`src/rtl/cvxif_mac_issuer.sv`:
```
// CV-X-IF initiator that streams packed-int8 MAC instructions to the coprocessor
// and returns the accumulated result of each job on a valid/ready handshake.
package cvxif_mac_pkg;
    localparam int unsigned X_ID_WIDTH  = 4;
    localparam int unsigned X_NUM_RS    = 2;
    localparam int unsigned X_RFR_WIDTH = 32;

    typedef struct packed {
        logic [15:0]           instr;
        logic [1:0]            mode;
        logic [X_ID_WIDTH-1:0] id;
    } x_compressed_req_t;

    typedef struct packed {
        logic [31:0] instr;
        logic        accept;
    } x_compressed_resp_t;

    typedef struct packed {
        logic [31:0]                             instr;
        logic [1:0]                              mode;
        logic [X_ID_WIDTH-1:0]                   id;
        logic [X_NUM_RS-1:0][X_RFR_WIDTH-1:0]    rs;
        logic [X_NUM_RS-1:0]                     rs_valid;
    } x_issue_req_t;

    typedef struct packed {
        logic accept;
        logic writeback;
        logic dualwrite;
        logic dualread;
        logic loadstore;
        logic exc;
    } x_issue_resp_t;

    typedef struct packed {
        logic [X_ID_WIDTH-1:0] id;
        logic                  commit_kill;
    } x_commit_t;

    typedef struct packed {
        logic [X_ID_WIDTH-1:0] id;
        logic [31:0]           addr;
        logic [1:0]            mode;
        logic                  we;
        logic [1:0]            size;
        logic [31:0]           wdata;
        logic                  last;
        logic                  spec;
    } x_mem_req_t;

    typedef struct packed {
        logic       exc;
        logic [5:0] exccode;
        logic       dbg;
    } x_mem_resp_t;

    typedef struct packed {
        logic [X_ID_WIDTH-1:0] id;
        logic [31:0]           rdata;
        logic                  err;
        logic                  dbg;
    } x_mem_result_t;

    typedef struct packed {
        logic [X_ID_WIDTH-1:0] id;
        logic [31:0]           data;
        logic [4:0]            rd;
        logic                  we;
        logic                  exc;
        logic [5:0]            exccode;
    } x_result_t;

    typedef struct packed {
        logic              x_compressed_valid;
        x_compressed_req_t x_compressed_req;
        logic              x_issue_valid;
        x_issue_req_t      x_issue_req;
        logic              x_commit_valid;
        x_commit_t         x_commit;
        logic              x_mem_ready;
        x_mem_resp_t       x_mem_resp;
        logic              x_mem_result_valid;
        x_mem_result_t     x_mem_result;
        logic              x_result_ready;
    } cvxif_req_t;

    typedef struct packed {
        logic               x_compressed_ready;
        x_compressed_resp_t x_compressed_resp;
        logic               x_issue_ready;
        x_issue_resp_t      x_issue_resp;
        logic               x_mem_valid;
        x_mem_req_t         x_mem_req;
        logic               x_result_valid;
        x_result_t          x_result;
    } cvxif_resp_t;
endpackage

module cvxif_mac_issuer
    import cvxif_mac_pkg::*;
#(
    parameter int unsigned LenWidth      = 16,
    parameter logic [4:0]  RdIdx         = 5'd10,
    parameter int unsigned TimeoutCycles = 255
) (
    input  logic                clk_i,
    input  logic                rst_ni,
    input  logic                cmd_valid_i,
    output logic                cmd_ready_o,
    input  logic [LenWidth-1:0] cmd_len_i,
    input  logic                cmd_keep_i,
    input  logic                op_valid_i,
    output logic                op_ready_o,
    input  logic [31:0]         op_a_i,
    input  logic [31:0]         op_b_i,
    output logic                res_valid_o,
    input  logic                res_ready_i,
    output logic [31:0]         res_data_o,
    output logic                res_err_o,
    output cvxif_req_t          cvxif_req_o,
    input  cvxif_resp_t         cvxif_resp_i
);

    localparam logic [6:0]  OpMac    = 7'b0101011;
    localparam logic [6:0]  OpRd     = 7'b1011011;
    localparam int unsigned TmoWidth = $clog2(TimeoutCycles + 1);

    typedef enum logic [3:0] {
        S_IDLE,
        S_WAIT_OP,
        S_ISSUE,
        S_COMMIT,
        S_WAIT_RES,
        S_ISSUE_RD,
        S_COMMIT_RD,
        S_WAIT_RD,
        S_KILL,
        S_DONE,
        S_ERR
    } state_t;

    state_t                state, state_next;
    logic [LenWidth-1:0]   len_cnt;
    logic                  keep;
    logic [31:0]           op_a, op_b, res_data;
    logic [X_ID_WIDTH-1:0] id_cnt, issued_id;
    logic [TmoWidth-1:0]   tmo_cnt;

    logic issuing, waiting, issue_fire, result_match, tmo_hit;

    assign issuing      = (state == S_ISSUE) || (state == S_ISSUE_RD);
    assign waiting      = (state == S_WAIT_RES) || (state == S_WAIT_RD);
    assign issue_fire   = issuing && cvxif_resp_i.x_issue_ready;
    assign result_match = waiting && cvxif_resp_i.x_result_valid
                          && (cvxif_resp_i.x_result.id == issued_id);
    assign tmo_hit      = (issuing || waiting) && (tmo_cnt == TmoWidth'(TimeoutCycles - 1));

    always_ff @(posedge clk_i or negedge rst_ni) begin
        if (!rst_ni) begin
            state     <= S_IDLE;
            len_cnt   <= '0;
            keep      <= 1'b0;
            op_a      <= '0;
            op_b      <= '0;
            res_data  <= '0;
            id_cnt    <= '0;
            issued_id <= '0;
            tmo_cnt   <= '0;
        end else begin
            state <= state_next;
            if (state_next != state) begin
                tmo_cnt <= '0;
            end else if (issuing || waiting) begin
                tmo_cnt <= tmo_cnt + TmoWidth'(1);
            end
            if (state == S_IDLE && cmd_valid_i) begin
                len_cnt <= cmd_len_i;
                keep    <= cmd_keep_i;
            end
            if (state == S_WAIT_OP && op_valid_i) begin
                op_a <= op_a_i;
                op_b <= op_b_i;
            end
            if (issue_fire) begin
                issued_id <= id_cnt;
            end
            // Killed instructions do not consume an id; only real commits advance it.
            if (state == S_COMMIT || state == S_COMMIT_RD) begin
                id_cnt <= id_cnt + X_ID_WIDTH'(1);
            end
            if (state == S_WAIT_RES && result_match) begin
                len_cnt <= len_cnt - LenWidth'(1);
            end
            if (state == S_WAIT_RD && result_match) begin
                res_data <= cvxif_resp_i.x_result.data;
            end
        end
    end

    always_comb begin
        state_next = state;
        case (state)
            S_IDLE: begin
                if (cmd_valid_i) begin
                    state_next = (cmd_len_i != '0) ? S_WAIT_OP : S_ISSUE_RD;
                end
            end
            S_WAIT_OP: begin
                if (op_valid_i) state_next = S_ISSUE;
            end
            S_ISSUE, S_ISSUE_RD: begin
                if (issue_fire) begin
                    if (!cvxif_resp_i.x_issue_resp.accept) begin
                        state_next = S_KILL;
                    end else begin
                        state_next = (state == S_ISSUE) ? S_COMMIT : S_COMMIT_RD;
                    end
                end else if (tmo_hit) begin
                    state_next = S_ERR;
                end
            end
            S_COMMIT:    state_next = S_WAIT_RES;
            S_COMMIT_RD: state_next = S_WAIT_RD;
            S_WAIT_RES: begin
                if (result_match) begin
                    state_next = (len_cnt == LenWidth'(1)) ? S_ISSUE_RD : S_WAIT_OP;
                end else if (tmo_hit) begin
                    state_next = S_ERR;
                end
            end
            S_WAIT_RD: begin
                if (result_match) begin
                    state_next = S_DONE;
                end else if (tmo_hit) begin
                    state_next = S_ERR;
                end
            end
            S_KILL: state_next = S_ERR;
            S_DONE, S_ERR: begin
                if (res_ready_i) state_next = S_IDLE;
            end
            default: state_next = S_IDLE;
        endcase
    end

    always_comb begin
        cvxif_req_o               = '0;
        cvxif_req_o.x_issue_valid = issuing;
        if (issuing) begin
            cvxif_req_o.x_issue_req.instr = {7'b0, 5'd2, 5'd1, 3'b000,
                                             (state == S_ISSUE_RD) ? RdIdx : 5'd0,
                                             (state == S_ISSUE_RD) ? OpRd : OpMac};
            cvxif_req_o.x_issue_req.mode     = 2'b11;
            cvxif_req_o.x_issue_req.id       = id_cnt;
            cvxif_req_o.x_issue_req.rs_valid = '1;
            cvxif_req_o.x_issue_req.rs[0]    = (state == S_ISSUE) ? op_a : {31'b0, keep};
            cvxif_req_o.x_issue_req.rs[1]    = (state == S_ISSUE) ? op_b : '0;
        end
        // A rejected issue is still closed out with a kill-commit before the error result.
        cvxif_req_o.x_commit_valid = (state == S_COMMIT) || (state == S_COMMIT_RD) || (state == S_KILL);
        if (cvxif_req_o.x_commit_valid) begin
            cvxif_req_o.x_commit.id          = issued_id;
            cvxif_req_o.x_commit.commit_kill = (state == S_KILL);
        end
        cvxif_req_o.x_result_ready = waiting;
    end

    assign cmd_ready_o = (state == S_IDLE);
    assign op_ready_o  = (state == S_WAIT_OP);
    assign res_valid_o = (state == S_DONE) || (state == S_ERR);
    assign res_err_o   = (state == S_ERR);
    assign res_data_o  = (state == S_DONE) ? res_data : '0;

    logic unused_resp;
    assign unused_resp = ^cvxif_resp_i;

endmodule

```
`config.mk`:
```
export PLATFORM = sky130hd
export DESIGN_NAME = cvxif_mac_issuer
export DESIGN_NICKNAME = d
export VERILOG_FILES = /design/src/rtl/cvxif_mac_issuer.sv
export SDC_FILE = /design/constraint.sdc
export NUM_CORES = 1
export LEC_CHECK = 0
export ABC_AREA = 1
export CORE_AREA = 4 4 180 182
export DETAILED_ROUTE_END_ITERATION = 7
export DIE_AREA = 0 0 184 186
export GPL_TIMING_DRIVEN = 0
export PLACE_DENSITY_LB_ADDON = 0.3
export SYNTH_ARGS = -nofsm -noshare
export SYNTH_HDL_FRONTEND = slang
export SYNTH_SLANG_ARGS = --single-unit
```
`constraint.sdc`:
```
create_clock -name clk_i -period 2.3 [get_ports clk_i]
set_clock_uncertainty 0.15 [all_clocks]
set_input_delay 0.345 -clock clk_i [delete_from_list [all_inputs] [get_ports clk_i]]
set_output_delay 0.345 -clock clk_i [all_outputs]
set_load 0.01 [all_outputs]
```
# Yosys cells after proc, flatten, opt, wreduce, memory -nomap -nowiden
# Index checks and enable logic that the tools add are counted.
# word_totals
latchBits	0
regBits	133
out_inout_bits	219
memories	0
mem_bits_rw	0
romBits	0
in_bits	253
wordCells	69
# classes
addsub	3
eq_ne	14
bitwise_logic	0
n_reduce_logical	20
mul	0
magnitude_cmp	0
n_mux	23
shifts	0
n_div	0
# op_table
cell	count
$mux 32	3
$mux 94	1
$mux 4	9
$pmux 4 s9	1
$mux 16	2
$eq 16x1->1 const B	1
$eq 4x3->1 const B	4
$mux 8	2
$reduce_bool 16->1	1
$sub 16x1->16 const B	1
$eq 4x4->1 const B	3
$mux 3	3
$add 8x1->8 const B	1
$eq 4x2->1 const B	2
$eq 8x8->1 const B	1
$logic_and 1x1->1	8
$mux 7	1
$logic_or 1x1->1	6
$mux 5	1
$add 4x1->4 const B	1
$eq 4x1->1 const B	1
$eq 4x4->1	1
$logic_not 4->1	1
$ne 4x4->1	1
2 further kinds	4

# Longest topological paths before layout
# logic_depth
ltp_word	9
ltp_mapped	13
ltp_nobuf	13

# Least setup slack after synthesis
# Ideal clock, no wire load.
# synth_timing
kind	reg2out
startpoint	reg state[3]
endpoint	out cvxif_req_o[50] in the netlist's numbering
setup_slack_ps	287
arrival_time_ps	1518
stages_incl_launch_ff	10
required_ps	1805
n_path_buf	1
cell_sequence	dfrtp_1 inv_2 nand2_2 inv_1 nand2_1 o21ai_1 or2_2 clkbuf_1 nand2_1 inv_1
# synth_lines
item	line_no	rtl
start: declaration	143	state_t state, state_next;
start signal: assignment	171	state <= state_next;
end: declaration	121	output cvxif_req_t cvxif_req_o,

==> metrics <==
final hold slack 342 ps; outcome finished, violations left; drt initial violations 396; Cell variety after synth 37; Crit. End Element output port; # diodes 0; routed length per placed instance around 14 µm; RSZ-0062 raised after global routing true; Die Ht between 150 and 200 µm; Final ANT Viol Nets 0; CP max FO 6; Yosys reg bits approximately 130; Synth top area share between 40 and 50%; vias in the first global route 7,035; Via density between 4 and 5; TritonRoute pass-1 iters 5; DRC violations left 0; Hold WC Path Type input pin to asynchronous set/reset pin; Num CTS Buffers 17; Syn. warnings 0; ys async rst share 100%; Slew Viols, Final 0; Primary FF master, synth dfrtp_1; Slew HR 56.9%; NumNets Final 1,647; Ports ~470; width of the die 184 µm; total die area 34,200 µm²; RePlAce Congestion 0.868; maxcap violations 0; peak supply drop between 300 and 400 µV; Synth Instances 988; setup violators final 22; Yosys top cell by area dfrtp_1; initial antenna violation count 0; Via Count 7,251; CP Data Required Time 1800 ps; clock sink total 133; final period utilization 103%; placed insts 1,727; Starting Density 24.4%; cell area after synthesis around 7500 µm²; GRT overflow 0; Clock Tree Buf Depth 2; Synth area leaders dfrtp_1 45%, buf_4 11%, nand2_1 9.1%; EDFF count, synth 0; arrival time of the worst setup path approximately 1900 ps; final worst path period need 2380 ps; Port-buffer cells 250; Tightest Pin Transition 647 ps; footprint of the multi-input gates 3450 µm²; CTS root buf clkbuf_16; first-pass GRT wire length 38,000 µm; Area Growth Syn to Fin 61.8%; core outline area 30,600 µm²; CTS H-tree lvls 4; Power Dens Cells 953 nW/µm²; Total Wirelength ~25,000 µm; critical path class flop to output port; Filler cells 3,170; Setup crit start kind flop; Avg Synthesized Cell Area around 7.6 µm²; row cnt 64; Pleak approximately 6.3 nW; Seq/Total Area, Yosys between 40 and 50%; register area between 3000 and 4000 µm²; failing checks negative setup slack; Final Non-Filler Cells 1,798; gr usage total approximately 14%; CTS tree yes; Post-DP HPWL 18,300 µm; Worst-path clk slew 60 ps; final hold viol count 0; Max Freq 421 MHz; Clk Latency, worst-skew pair just over 400 ps; layout cells sized above 1 a little under a third; Worst Slack Setup Final -78.0 ps; largest net degree at the start of global routing 71
==> routing by layer <==
layer	wire length, µm	vias to the layer above	GRT usage [%]
met4	252	0	2.31
li1	-	3638	-
met1	10500	3307	17.8
met5	0	-	0
met2	12500	284	23.5
met3	2100	22	4.18
==> final cells by class <==
class | count | area share, %
Buffer | 137 | 8.66
Clock buffer | 18 | 3.63
Clock inverter | 14 | 1.24
Inverter | 165 | 5.24
Multi-Input combinational cell | 643 | 28.5
Sequential cell | 133 | 27.5
Tap cell | 396 | 4.09
Timing Repair Buffer | 292 | 21.1
==> cells by family after synthesis <==
logic type | share of synthesized area, %
AO/OA/AOI/OAI | 10.2
XOR/XNOR | 1.76
adder cells (fa/ha/maj) | 0.837
buffers and inverters | 20.9
flip-flops | 44.5
multiplexers | 0.151
other | 0.0501
AND/OR/NAND/NOR | 21.7
==> critical path, cell delays in order, from the launching register on <==
cell and delay [ps]:
dfrtp_1 400, inv_2 80, buf_6 120, nor2_4 270, nand2_2 120, inv_2 110, or2_4 150, nand2_1 50
inv_1 60, buf_6 100
==> synth_stat cells, types with 3 or more instances <==
library cell	instances
nand2_1	181
inv_1	158
dfrtp_1	133
nor2_1	130
o21ai_0	117
buf_4	107
nand3_1	27
clkbuf_1	18
nor3_1	13
xor2_1	13
nand4_1	12
a21oi_1	10
buf_2	9
buf_1	7
inv_2	7
ha_1	5
nand2_2	5
o221ai_1	5
nor2_2	4
nor2_4	3
o22ai_1	3
==> repair_timing <==
action | CTS | global route
gates resized for setup | 466 | 244
gates cloned | 0 | 5
setup buffers | 23 | 14
hold endpoints to repair | 63 | 0
hold buffers | 1 | 0
setup endpoints to repair | 187 | 226
pin swaps | 10 | 8
==> power by group <==
part           total, mW  internal [mW]  switching, mW
sequential          3.50           3.13          0.370
combinational       5.26           2.16           3.10
clock               2.77           1.64           1.13
total               11.5           6.93           4.61
==> metrics by stage <==
step / area (µm²) / TNS [ps] / utilization (%) / worst slack [ps] / total power [mW]
after floorplan: 7820 / 0 / - / 287 / 6.13
after global placement: 10800 / -739690 / 35.4 / -5090 / 7.98
after detailed placement: 10900 / -61300 / 35.5 / -735 / 8.05
after CTS: 11600 / -4960 / 37.8 / -147 / 11.1
after global routing: 12100 / -4920 / 39.6 / -183 / 12.4
final: 12100 / -585 / 39.6 / -78.0 / 11.5
==> registers in the layout, indices dropped and copies added (netlist names) <==
| signal | flops |
|---|---|
| op_a | 32 |
| len_cnt | 16 |
| issued_id | 4 |
| op_b | 32 |
| id_cnt | 4 |
| state | 4 |
| res_data | 32 |
| tmo_cnt | 8 |
| keep | 1 |
==> cells in the final DEF, fill, tap and decap left out, drive strengths merged, types with 5 or more instances in the layout <==
| cell type | count |
|---|---|
| a21oi | 11 |
| inv | 169 |
| nand2 | 189 |
| nor3 | 13 |
| ha | 5 |
| clkbuf | 48 |
| nor2 | 138 |
| xor2 | 13 |
| dlygate4sd2 | 11 |
| dfrtp | 133 |
| nand4 | 12 |
| conb | 93 |
| nand3 | 30 |
| buf | 261 |
| clkdlybuf4s50 | 123 |
| clkinv | 5 |
| o221ai | 5 |
| o21ai | 119 |
==> path summary, 6_finish.rpt <==
check	slack, ps	cells after the start	endpoint	start
setup / recovery	-80	9	cvxif_req_o[51]	state[3]
setup reg to reg	80	15	tmo_cnt[2]	state[0]
hold reg to reg	370	2	len_cnt[10]	len_cnt[10]
max in group asynchronous	860	3	res_data[3]	rst_ni
hold / removal	340	2	op_a[7]	rst_ni
min in group clk_i	340	3	res_data[13]	cvxif_resp_i[26]
Note: power is estimated with default switching activity, not from simulation.
